<file path="config.mk">
export PLATFORM = sky130hd
export DESIGN_NAME = sram_port_arbiter
export DESIGN_NICKNAME = d
export VERILOG_FILES = /design/src/rtl/sram_port_arbiter.sv
export SDC_FILE = /design/constraint.sdc
export NUM_CORES = 1
export LEC_CHECK = 0
export CAP_MARGIN = 10
export CORE_UTILIZATION = 43
export CTS_BUF_LIST = sky130_fd_sc_hd__clkbuf_16
export DETAILED_ROUTE_END_ITERATION = 12
export GPL_TIMING_DRIVEN = 0
export SYNTH_ARGS = -nofsm -noshare
export SYNTH_HDL_FRONTEND = slang
export SYNTH_SLANG_ARGS = --single-unit
</file>
<file path="constraint.sdc">
create_clock -name master_clk -period 2.7 [get_ports master_clk]
set_input_delay 0.54 -clock master_clk [delete_from_list [all_inputs] [get_ports master_clk]]
set_output_delay 0.54 -clock master_clk [all_outputs]
set_load 0.02 [all_outputs]
</file>
<file path="src/rtl/sram_port_arbiter.sv">
// Time-division arbiter for the single-port pixel SRAM: alternating read/write slots,
// paint-write FIFO and full-screen clear engine. Optional: SRAM_ARB_BLANK_WRITE_EN.
module sram_port_arbiter #(
   parameter int FIFO_DEPTH = 4,
   parameter int XMAX       = 640,
   parameter int YMAX       = 480
) (
   input  logic        master_clk,
   input  logic        rst,
   output logic        slot_phase,
   input  logic        vid_req,
   input  logic [19:0] vid_addr,
   output logic [2:0]  vid_data,
   output logic        vid_valid,
   input  logic        wr_req,
   input  logic [19:0] wr_addr,
   input  logic [2:0]  wr_data,
   output logic        wr_ready,
   input  logic        clr_start,
   input  logic [2:0]  clr_color,
   output logic        clr_busy,
   output logic [19:0] sram_addr,
   output logic [2:0]  sram_wdata,
   input  logic [2:0]  sram_rdata,
   output logic        sram_we
);

   localparam int AW = $clog2(FIFO_DEPTH);
   localparam int CW = AW + 1;

   logic              phase_q, phase_d;
   logic [2:0]        vid_data_q, vid_data_d;
   logic              vid_valid_q, vid_valid_d;
   logic [19:0]       addr_hold_q, addr_hold_d;

   logic [19:0]       fifo_addr_q [FIFO_DEPTH];
   logic [19:0]       fifo_addr_d [FIFO_DEPTH];
   logic [2:0]        fifo_data_q [FIFO_DEPTH];
   logic [2:0]        fifo_data_d [FIFO_DEPTH];
   logic [AW-1:0]     wr_ptr_q, wr_ptr_d;
   logic [AW-1:0]     rd_ptr_q, rd_ptr_d;
   logic [CW-1:0]     count_q, count_d;

   logic              clr_busy_q, clr_busy_d;
   logic [9:0]        cx_q, cx_d;
   logic [9:0]        cy_q, cy_d;
   logic [2:0]        clr_color_q, clr_color_d;

   logic              fifo_empty, fifo_full;
   logic              read_slot, write_slot;
   logic              clr_wr, fifo_wr, push;

   assign fifo_empty = (count_q == '0);
   assign fifo_full  = (count_q == CW'(FIFO_DEPTH));
   assign read_slot  = ~phase_q & vid_req;

`ifdef SRAM_ARB_BLANK_WRITE_EN
   // An idle read slot doubles as a write slot during blanking.
   assign write_slot = phase_q | ~vid_req;
`else
   assign write_slot = phase_q;
`endif

   assign clr_wr  = write_slot & clr_busy_q;
   assign fifo_wr = write_slot & ~clr_busy_q & ~fifo_empty;
   assign push    = wr_req & ~fifo_full;

   assign slot_phase = phase_q;
   assign vid_data   = vid_data_q;
   assign vid_valid  = vid_valid_q;
   assign wr_ready   = ~fifo_full;
   assign clr_busy   = clr_busy_q;

   always_comb begin
      sram_we    = 1'b1;
      sram_addr  = addr_hold_q;
      sram_wdata = 3'b000;
      if (read_slot) begin
         sram_addr = vid_addr;
      end else if (clr_wr) begin
         sram_we    = 1'b0;
         sram_addr  = {cx_q, cy_q};
         sram_wdata = clr_color_q;
      end else if (fifo_wr) begin
         sram_we    = 1'b0;
         sram_addr  = fifo_addr_q[rd_ptr_q];
         sram_wdata = fifo_data_q[rd_ptr_q];
      end
   end

   always_comb begin
      phase_d     = ~phase_q;
      addr_hold_d = sram_addr;
      vid_valid_d = read_slot;
      vid_data_d  = read_slot ? sram_rdata : vid_data_q;

      fifo_addr_d = fifo_addr_q;
      fifo_data_d = fifo_data_q;
      wr_ptr_d    = wr_ptr_q;
      rd_ptr_d    = rd_ptr_q;
      count_d     = count_q;
      if (push) begin
         fifo_addr_d[wr_ptr_q] = wr_addr;
         fifo_data_d[wr_ptr_q] = wr_data;
         wr_ptr_d              = wr_ptr_q + 1'b1;
      end
      if (fifo_wr) begin
         rd_ptr_d = rd_ptr_q + 1'b1;
      end
      case ({push, fifo_wr})
         2'b10:   count_d = count_q + 1'b1;
         2'b01:   count_d = count_q - 1'b1;
         default: count_d = count_q;
      endcase

      clr_busy_d  = clr_busy_q;
      cx_d        = cx_q;
      cy_d        = cy_q;
      clr_color_d = clr_color_q;
      // A new start always wins, restarting the fill from the origin.
      if (clr_start) begin
         clr_busy_d  = 1'b1;
         cx_d        = '0;
         cy_d        = '0;
         clr_color_d = clr_color;
      end else if (clr_wr) begin
         if (cx_q == 10'(XMAX - 1)) begin
            cx_d = '0;
            if (cy_q == 10'(YMAX - 1)) begin
               cy_d       = '0;
               clr_busy_d = 1'b0;
            end else begin
               cy_d = cy_q + 10'd1;
            end
         end else begin
            cx_d = cx_q + 10'd1;
         end
      end
   end

   always_ff @(posedge master_clk or negedge rst) begin
      if (!rst) begin
         phase_q     <= 1'b0;
         vid_data_q  <= '0;
         vid_valid_q <= 1'b0;
         addr_hold_q <= '0;
         for (int i = 0; i < FIFO_DEPTH; i++) begin
            fifo_addr_q[i] <= '0;
            fifo_data_q[i] <= '0;
         end
         wr_ptr_q    <= '0;
         rd_ptr_q    <= '0;
         count_q     <= '0;
         clr_busy_q  <= 1'b0;
         cx_q        <= '0;
         cy_q        <= '0;
         clr_color_q <= '0;
      end else begin
         phase_q     <= phase_d;
         vid_data_q  <= vid_data_d;
         vid_valid_q <= vid_valid_d;
         addr_hold_q <= addr_hold_d;
         fifo_addr_q <= fifo_addr_d;
         fifo_data_q <= fifo_data_d;
         wr_ptr_q    <= wr_ptr_d;
         rd_ptr_q    <= rd_ptr_d;
         count_q     <= count_d;
         clr_busy_q  <= clr_busy_d;
         cx_q        <= cx_d;
         cy_q        <= cy_d;
         clr_color_q <= clr_color_d;
      end
   end

endmodule
</file>
# Yosys cells after proc, flatten, opt, wreduce, memory -nomap -nowiden
# Index checks and enable logic that the tools add are counted.
[op_classes] n_addsub=6 n_lt_le_gt_ge=3 eq_ne=5 n_mux=33 bitwise_logic=11 reduce_logical=8
[op_table] cell="$mux W20" count=6
[op_table] cell="$bwmux W80" count=1
[op_table] cell="$mux W10" count=7
[op_table] cell="$bmux W20 S2" count=1
[op_table] cell="$demux W20 S2" count=1
[op_table] cell="$add A10 B1 Y10 const B" count=2
[op_table] cell="$mux W3" count=6
[op_table] cell="$bwmux W12" count=1
[op_table] cell="$eq A10 B10 Y1 const B" count=1
[op_table] cell="$eq A10 B9 Y1 const B" count=1
[op_table] cell="$reduce_bool A2 Y1" count=4
[op_table] cell="$mux W1" count=7
[op_table] cell="$bmux W3 S2" count=1
[op_table] cell="$demux W3 S2" count=1
[op_table] cell="$ge A3 B3 Y1 const B" count=2
[op_table] cell="$not A2 Y3" count=2
[op_table] cell="$pmux W3 S2" count=1
[op_table] cell="$and A1 B1 Y1" count=5
[op_table] cell="$add A2 B1 Y2 const B" count=2
[op_table] cell="$not A1 Y1" count=4
[op_table] cell="$add A3 B1 Y3 const B" count=1
[op_table] cell="$eq A3 B3 Y1 const B" count=1
[op_table] cell="$logic_not A3 Y1" count=1
[op_table] cell="$lt A3 B1 Y1 const B" count=1
[op_table] cell="6 further kinds" count=6
[totals] register_bits=148 input_bits=54 output_inout_bits=31

# Longest topological paths before layout
# Gate-level depths: netlist (run 1).
[logic_depth] depth_word=7 ltp_mapped=10 ltp_nobuf=9

# Worst setup path after synthesis (run 1)
# No wires, ideal clock.
[synth_timing] path_type="flip-flop to output port" start="register count_q[0]" end="output port sram_addr[10]" arrival_ps=2277 slack_ps=-117 stages_incl_launch_ff=6 path_cell_list="dfrtp_1 or3_1 o21ai_1 clkbuf_1 a221oi_1 o21ai_0"
[synth_between] elab_chain_cells=6
[synth_rtl] item="from (decl)" line_no="42" text="logic [CW-1:0] count_q, count_d;"
[synth_rtl] item="from (signal assigned)" line_no="167" text="count_q <= count_d;"
[synth_rtl] item="$logic_not A3 Y1" line_no="53" text="assign fifo_empty = (count_q == '0);"
[synth_rtl] item="$not A1 Y1" line_no="65" text="assign fifo_wr = write_slot & ~clr_busy_q & ~fifo_empty;"
[synth_rtl] item="$and A1 B1 Y1" line_no="65"
[synth_rtl] item="$mux W20" line_no="84" text="end else if (fifo_wr) begin"
[synth_rtl] item="$mux W20" line_no="80" text="end else if (clr_wr) begin"
[synth_rtl] item="$mux W20" line_no="78" text="if (read_slot) begin"
[synth_rtl] item="to (decl)" line_no="22" text="output logic [19:0] sram_addr,"
# Every way passes these cells.

# Worst setup path in the final report (run 1)
[layout_timing] start="register clr_busy_q (netlist: clr_busy)" end="output port sram_addr[10]"
[layout_between] elab_chain_cells=6
[layout_rtl] item="from (decl)" line_no="44" text="logic clr_busy_q, clr_busy_d;"
[layout_rtl] item="from (signal assigned)" line_no="168" text="clr_busy_q <= clr_busy_d;"
[layout_rtl] item="$not A1 Y1" line_no="65"
[layout_rtl] item="$and A1 B1 Y1 (2 in a row)" line_no="65"
[layout_rtl] item="$mux W20" line_no="84"
[layout_rtl] item="$mux W20 (*)" line_no="80"
[layout_rtl] item="$mux W20 (*)" line_no="78"
# Mark *: on every way between the ends. The rest lies on a longest branch, timed or not.

==> impl_metrics.ini, run 1 <==
[outcome]
outcome = completed

[die]
rows = 45
pin_count = 85
die-area_sq_um = 16180
start_util = 0.4417
core_area_sq_um = 15260
die_h_um = 127.2
die_x_um = 127.2

[clock_network]
cts_buffers = 17
clockBufferDepth = 2
clock_latency_ps = 430
cts_sinks = 148
cts.clk_slew.worst_paths_ps = 60
cts_tree = yes
cts_root_buffer = clkbuf_16
htree_levels = 4
cts_hold_buf = 0

[drt]
drtAntennaViolNets = 0
first_pass_iters = 5
drt_drc_violations_left = 0
drt-wirelength-per-cell_um = 18.36
num_vias = 4656
drt-total-wl_um = 15860
drt_iter0_markers = 349
vias_per_cell = 5.389

[critical_path]
cp_data_arrival_time_ps = 2140
crit_buf_inv = 3
crit_chain = buf_4 -> and2_2 -> buf_4 -> a221oi_1 -> o21ai_1 -> buf_4
r2r_setup_slack_ps = 290
slowest_stage = dfrtp_1
cp-end-kind = output pin
cpMostUsedCell = buf_4
crit_fanout = 10
rr_endpoint = fifo_addr_q[43]
reg2reg_from = count_q[0]
reg2regPathDepth = 6
critPathKind = flip-flop to output pin
max_stage_delay_ps = 390
cp.required_ps = 2160
start_kind = flip-flop
critPathTopFamily = buffers and inverters

[power_and_ir_drop]
internal_power_mw = 5.527
power_frac_clock = 0.314
power.density_nw_per_um2 = 871.2
total_leakage_power_nw = 3.686
combinationalPowerShare = 0.244
switching_share = 0.2727
total_power_mw = 7.599
ir_drop_mv = 0.5666
pwr-share-seq = 0.442
p_sw_mw = 2.072

[synth]
yosysTopAreaCell = dfrtp_1
synth_ff_type = dfrtp_1
syn_area_sq_um = 6739
synth_edf_count = 0
synth_warnings = 0
synth.distinct_cells = 45
synth_common_cells = 148 x dfrtp_1, 95 x mux2_2, 53 x nand2_1
syn_inst = 523
synth_nets = 585
async_flop_share = 1.000
syn_area_per_cell_sq_um = 12.89
synth_seq_cells = 148
seq_area_frac_synth = 0.5496
synth_area_leaders = dfrtp_1 55%, mux2_2 16%, mux4_2 7.7%
synth_top_area_share = 0.5496
yosysMostFrequentCell = dfrtp_1

[sta]
finalSetupTns_ps = 0
relSlewSlack = 0.4862
setup_ws_ps = 17.63
hold_viol_final = 0
rsz0062_at_grt = yes
tightest_slew_ps = 769.1
fmax_mhz = 372.8
min_period_over_period = 0.9935
period_needed_ps = 2682
final-setup-viol-count = 0
fin_skew_ps = 8.678
whs_ps = 45.54
slew_violations = 0

[final_layout]
antenna_cells = 0
final_nets = 702
drive_above_1_share = 0.3507
area.growth.synth_to_final_pct = 29.43

[placement]
dp.final_hpwl_um = 10970
dp_slack_ps = -801.3
place.gp.congestion = 0.8659
port_buffers = 84

[flow_run]
maxCapViolations = 0

[grt]
track_usage = 0.2131
antenna_found_initial = 0
first_global_vias = 4879
grt_pass1_wl_um = 25720
globalRoute.totalOverflow = 0
grt_max_degree = 102

[worst_hold_path]
holdCritPathClass = input port to asynchronous set/reset pin
## area by class of cell
cell class | instances | area (sq um)
clock inverters | 15 | 170.2
repair buffers | 101 | 929.6
inverters | 12 | 47.55
plain buffers | 26 | 178.9
well taps | 211 | 264.0
flip-flops and latches | 148 | 3705
fillers | 1274 | 6536
clock buffers | 17 | 425.4
multi-input cells | 334 | 3002
## routing by layer
layer | track usage | vias up | wire (um)
met1 | 0.2733 | 2375 | 7089
li1 | - | 2162 | -
met2 | 0.3536 | 103 | 7993
met3 | 0.05151 | 16 | 598
met4 | 0.07633 | 0 | 181
met5 | 0 | - | 0
## power groups by stage
stage	clock [mW]	combinational, mW	sequential (mW)
after CTS	2.43	1.87	3.35
after global placement	0	1.75	3.34
final	2.39	1.85	3.36
after global routing	2.53	2.03	3.46
after detailed placement	0	1.81	3.40
after floorplan	0	1.36	3.28
## worst max-delay path by stage
| stage | start | end | slack, ps | depth (start not counted) |
|---|---|---|---|---|
| 6_report | clr_busy | sram_addr[10] | 20 | 6 |
| 5_1_grt | count_q[1] | sram_addr[12] | -40 | 6 |
| 4_1_cts | clr_busy | sram_addr[6] | -80 | 6 |
| 3_5_place_dp | count_q[0] | sram_addr[14] | -800 | 6 |
| 3_3_place_gp | rst | fifo_addr_q[5] | -4650 | 1 |
| 2_1_floorplan | count_q[0] | sram_addr[10] | 50 | 5 |
## logic make-up (layout without fill, tap and decap cells)
family / after synthesis / count (layout) / synth area share
buffers and inverters: 41 / 171 / 0.02376
muxes: 119 / 119 / 0.2371
adders and majority gates: 8 / 8 / 0.01597
DFF: 148 / 148 / 0.5496
and+or+nand+nor: 120 / 120 / 0.08077
AOI/OAI and AO/OA: 73 / 73 / 0.07464
xor gates and xnor gates: 14 / 14 / 0.01820
## registers in the layout (all words and copies together) (netlist names)
signal / flops
addr_hold_q: 20
clr_busy: 1
clr_color_q: 3
count_q: 3
cx_q: 10
cy_q: 10
fifo_addr_q: 80
fifo_data_q: 12
rd_ptr_q: 2
slot_phase: 1
vid_data: 3
vid_valid: 1
wr_ptr_q: 2
## per-stage QoR
| step | instance area, sq um | instances | util |
|---|---|---|---|
| after floorplan | 6739 | 523 | - |
| after global placement | 7844 | 818 | 0.5141 |
| after detailed placement | 7873 | 819 | 0.5159 |
| after CTS | 8611 | 860 | 0.5643 |
| after global routing | 8722 | 864 | 0.5716 |
| final | 8722 | 864 | 0.5716 |
## what timing repair did
action	4_1_cts	5_1_grt
cloned	1	0
pin swaps	4	6
endpoints found under the setup margin	26	21
buffers inserted	11	4
gates resized for setup	140	39
hold endpoints to repair	0	0
## placed cells by master (no fill, tap or decap), types with 8 or more instances in the layout
master	instances
nand2_1	51
xnor2_1	11
buf_1	8
buf_2	11
mux4_2	23
clkbuf_16	17
inv_1	12
mux2_2	95
nand3_1	8
nor2_1	30
buf_4	30
dfrtp_1	147
a221oi_1	9
o21ai_1	14
clkdlybuf4s50_1	59
Power figures use the tool's default switching activity.
==> inputs of run 2 (changes only) <==
- CORE_MARGIN: unset -> 2
==> run 2 against run 1 <==
Effect of this change: clock power shrank 2%; critical path depth unchanged; sequential share of layout area is 0.28 points higher; cell count shrank 0.35%; core utilization is 0.37 points lower; maximum frequency grew 0.52%; non-clock buffer count decreased by 1; clock skew is 0.69 ps lower; first-iteration DRC count increased by 8.9%; total power is 0.90% lower; final area shrank 0.65%; critical path type unchanged.
==> impl_metrics.ini, run 2 (synthesis gave the netlist of run 1 again) <==
[outcome]
outcome = completed

[sta]
slew_violations = 0
tightest_slew_ps = 732.9
fmax_mhz = 374.7
hold_viol_final = 0
setup_ws_ps = 31.54
period_needed_ps = 2668
whs_ps = 71.36
relSlewSlack = 0.5114
rsz0062_at_grt = yes
min_period_over_period = 0.9883
final-setup-viol-count = 0
fin_skew_ps = 7.993

[die]
die_h_um = 129.2
core_area_sq_um = 15260
die-area_sq_um = 16690
pin_count = 85
start_util = 0.4417
die_x_um = 129.2
rows = 45

[drt]
drt-total-wl_um = 16060
drt_iter0_markers = 380
num_vias = 4627
first_pass_iters = 4
drt_drc_violations_left = 0
vias_per_cell = 5.374
drtAntennaViolNets = 0
drt-wirelength-per-cell_um = 18.65

[grt]
grt_pass1_wl_um = 26130
met1_usage = 0.2712
use_met3 = 0.04872
antenna_found_initial = 0
track_usage = 0.2064
globalRoute.totalOverflow = 0
first_global_vias = 5012
use_met2 = 0.3464
grt_max_degree = 101
busiest_layer = met2

[clock_network]
htree_levels = 4
clockBufferDepth = 2
cts_buffers = 17
cts_root_buffer = clkbuf_16
cts.clk_slew.worst_paths_ps = 60
cts_tree = yes
cts_sinks = 148
clock_latency_ps = 410

[final_layout]
final_common_cell = dfrtp_1
final-seq-area_sq_um = 3705
finish.instance_area_sq_um = 8666
top_register = fifo_addr_q
area.growth.synth_to_final_pct = 28.59
multiInputGateArea_sq_um = 2950
antenna_cells = 0
nFillCells = 1308
final_cell_mix = 147 x dfrtp_1, 95 x mux2_2, 59 x clkdlybuf4s50_1
drive_above_1_share = 0.3338
final_nets = 701
largest_reg_flops = 80
final_cells = 861
reg_top3 = fifo_addr_q (80), addr_hold_q (20), fifo_data_q (12)

[power_and_ir_drop]
power_frac_clock = 0.311
ir_drop_mv = 0.5132
combinationalPowerShare = 0.241
total_leakage_power_nw = 3.660
switching_share = 0.2614
power.density_nw_per_um2 = 869.0
p_sw_mw = 1.969
internal_power_mw = 5.562
pwr-share-seq = 0.447

[critical_path]
crit_path_start = count_q[1]
cp.required_ps = 2160
critPathKind = flip-flop to output pin
reg2regPathDepth = 6
crit_fanout = 5
cp-end-kind = output pin
reg2reg_from = count_q[0]
cp_data_arrival_time_ps = 2130
start_kind = flip-flop

[worst_hold_path]
holdCritPathClass = input port to asynchronous set/reset pin

[placement]
dp_slack_ps = -907.6
dp.final_hpwl_um = 11210
place.gp.congestion = 0.8153
placed_cells = 819
port_buffers = 84
placed_area_sq_um = 7873

[flow_run]
maxCapViolations = 0
## run 2: cell types whose count changed in the layout (fill, tap and decap cells not counted), sizes merged, moves of 3 or more
cell    change
inv         -8
buf         -4
clkinv      +4
clkbuf      +3
## run 2: final timing paths
path / to / slack, ps
max: sram_addr[0] / 30
min: vid_data[1] / 70
max reg2reg: fifo_addr_q[31] / 330
min reg2reg: vid_data[0] / 480
max in group asynchronous: fifo_addr_q[0] / 1770
min in group master_clk: vid_data[0] / 480
## run 2: through the flow
step | utilization | TNS, ps | total power, mW
after floorplan | - | 0 | 4.633
after global placement | 0.5141 | -722720 | 5.087
after detailed placement | 0.5159 | -32970 | 5.215
after CTS | 0.5615 | -0.3404 | 7.598
after global routing | 0.5679 | -345.3 | 7.957
final | 0.5679 | 0 | 7.531
## run 2: layer usage
metal	wire [um]	vias to the layer above
met5	0	-
met1	7136	2386
li1	-	2139
met3	661	14
met4	178	0
met2	8082	88
## run 2: power groups by stage
stage / Combinational [mW] / Sequential [mW] / Clock [mW]
6_report: 1.82 / 3.37 / 2.35
5_1_grt: 1.98 / 3.47 / 2.51
4_1_cts: 1.84 / 3.36 / 2.40
3_5_place_dp: 1.81 / 3.40 / 0
3_3_place_gp: 1.74 / 3.34 / 0
2_1_floorplan: 1.36 / 3.28 / 0
## run 2: layout make-up
type	count	area share
Clock inverter	13	0.01863
Inverter	12	0.005198
Multi-Input combinational cell	334	0.3405
Tap cell	211	0.03046
Clock buffer	17	0.04909
Buffer	26	0.02166
Timing Repair Buffer	100	0.1070
Sequential cell	148	0.4275
## run 2: what timing repair did
action | in CTS | in global routing
buffers inserted | 12 | 2
hold buffers | 0 | 0
cloned | 1 | 0
resized for setup | 135 | 34
pin swaps | 8 | 5
setup endpoints to repair | 26 | 23
## run 2: worst max-delay path, cell delays in order (launching register included)
cell      delay, ps
dfrtp_1         390
or3_4           410
o21ai_4         230
buf_4           160
a221oi_1         70
o21ai_1         260
buf_4           190
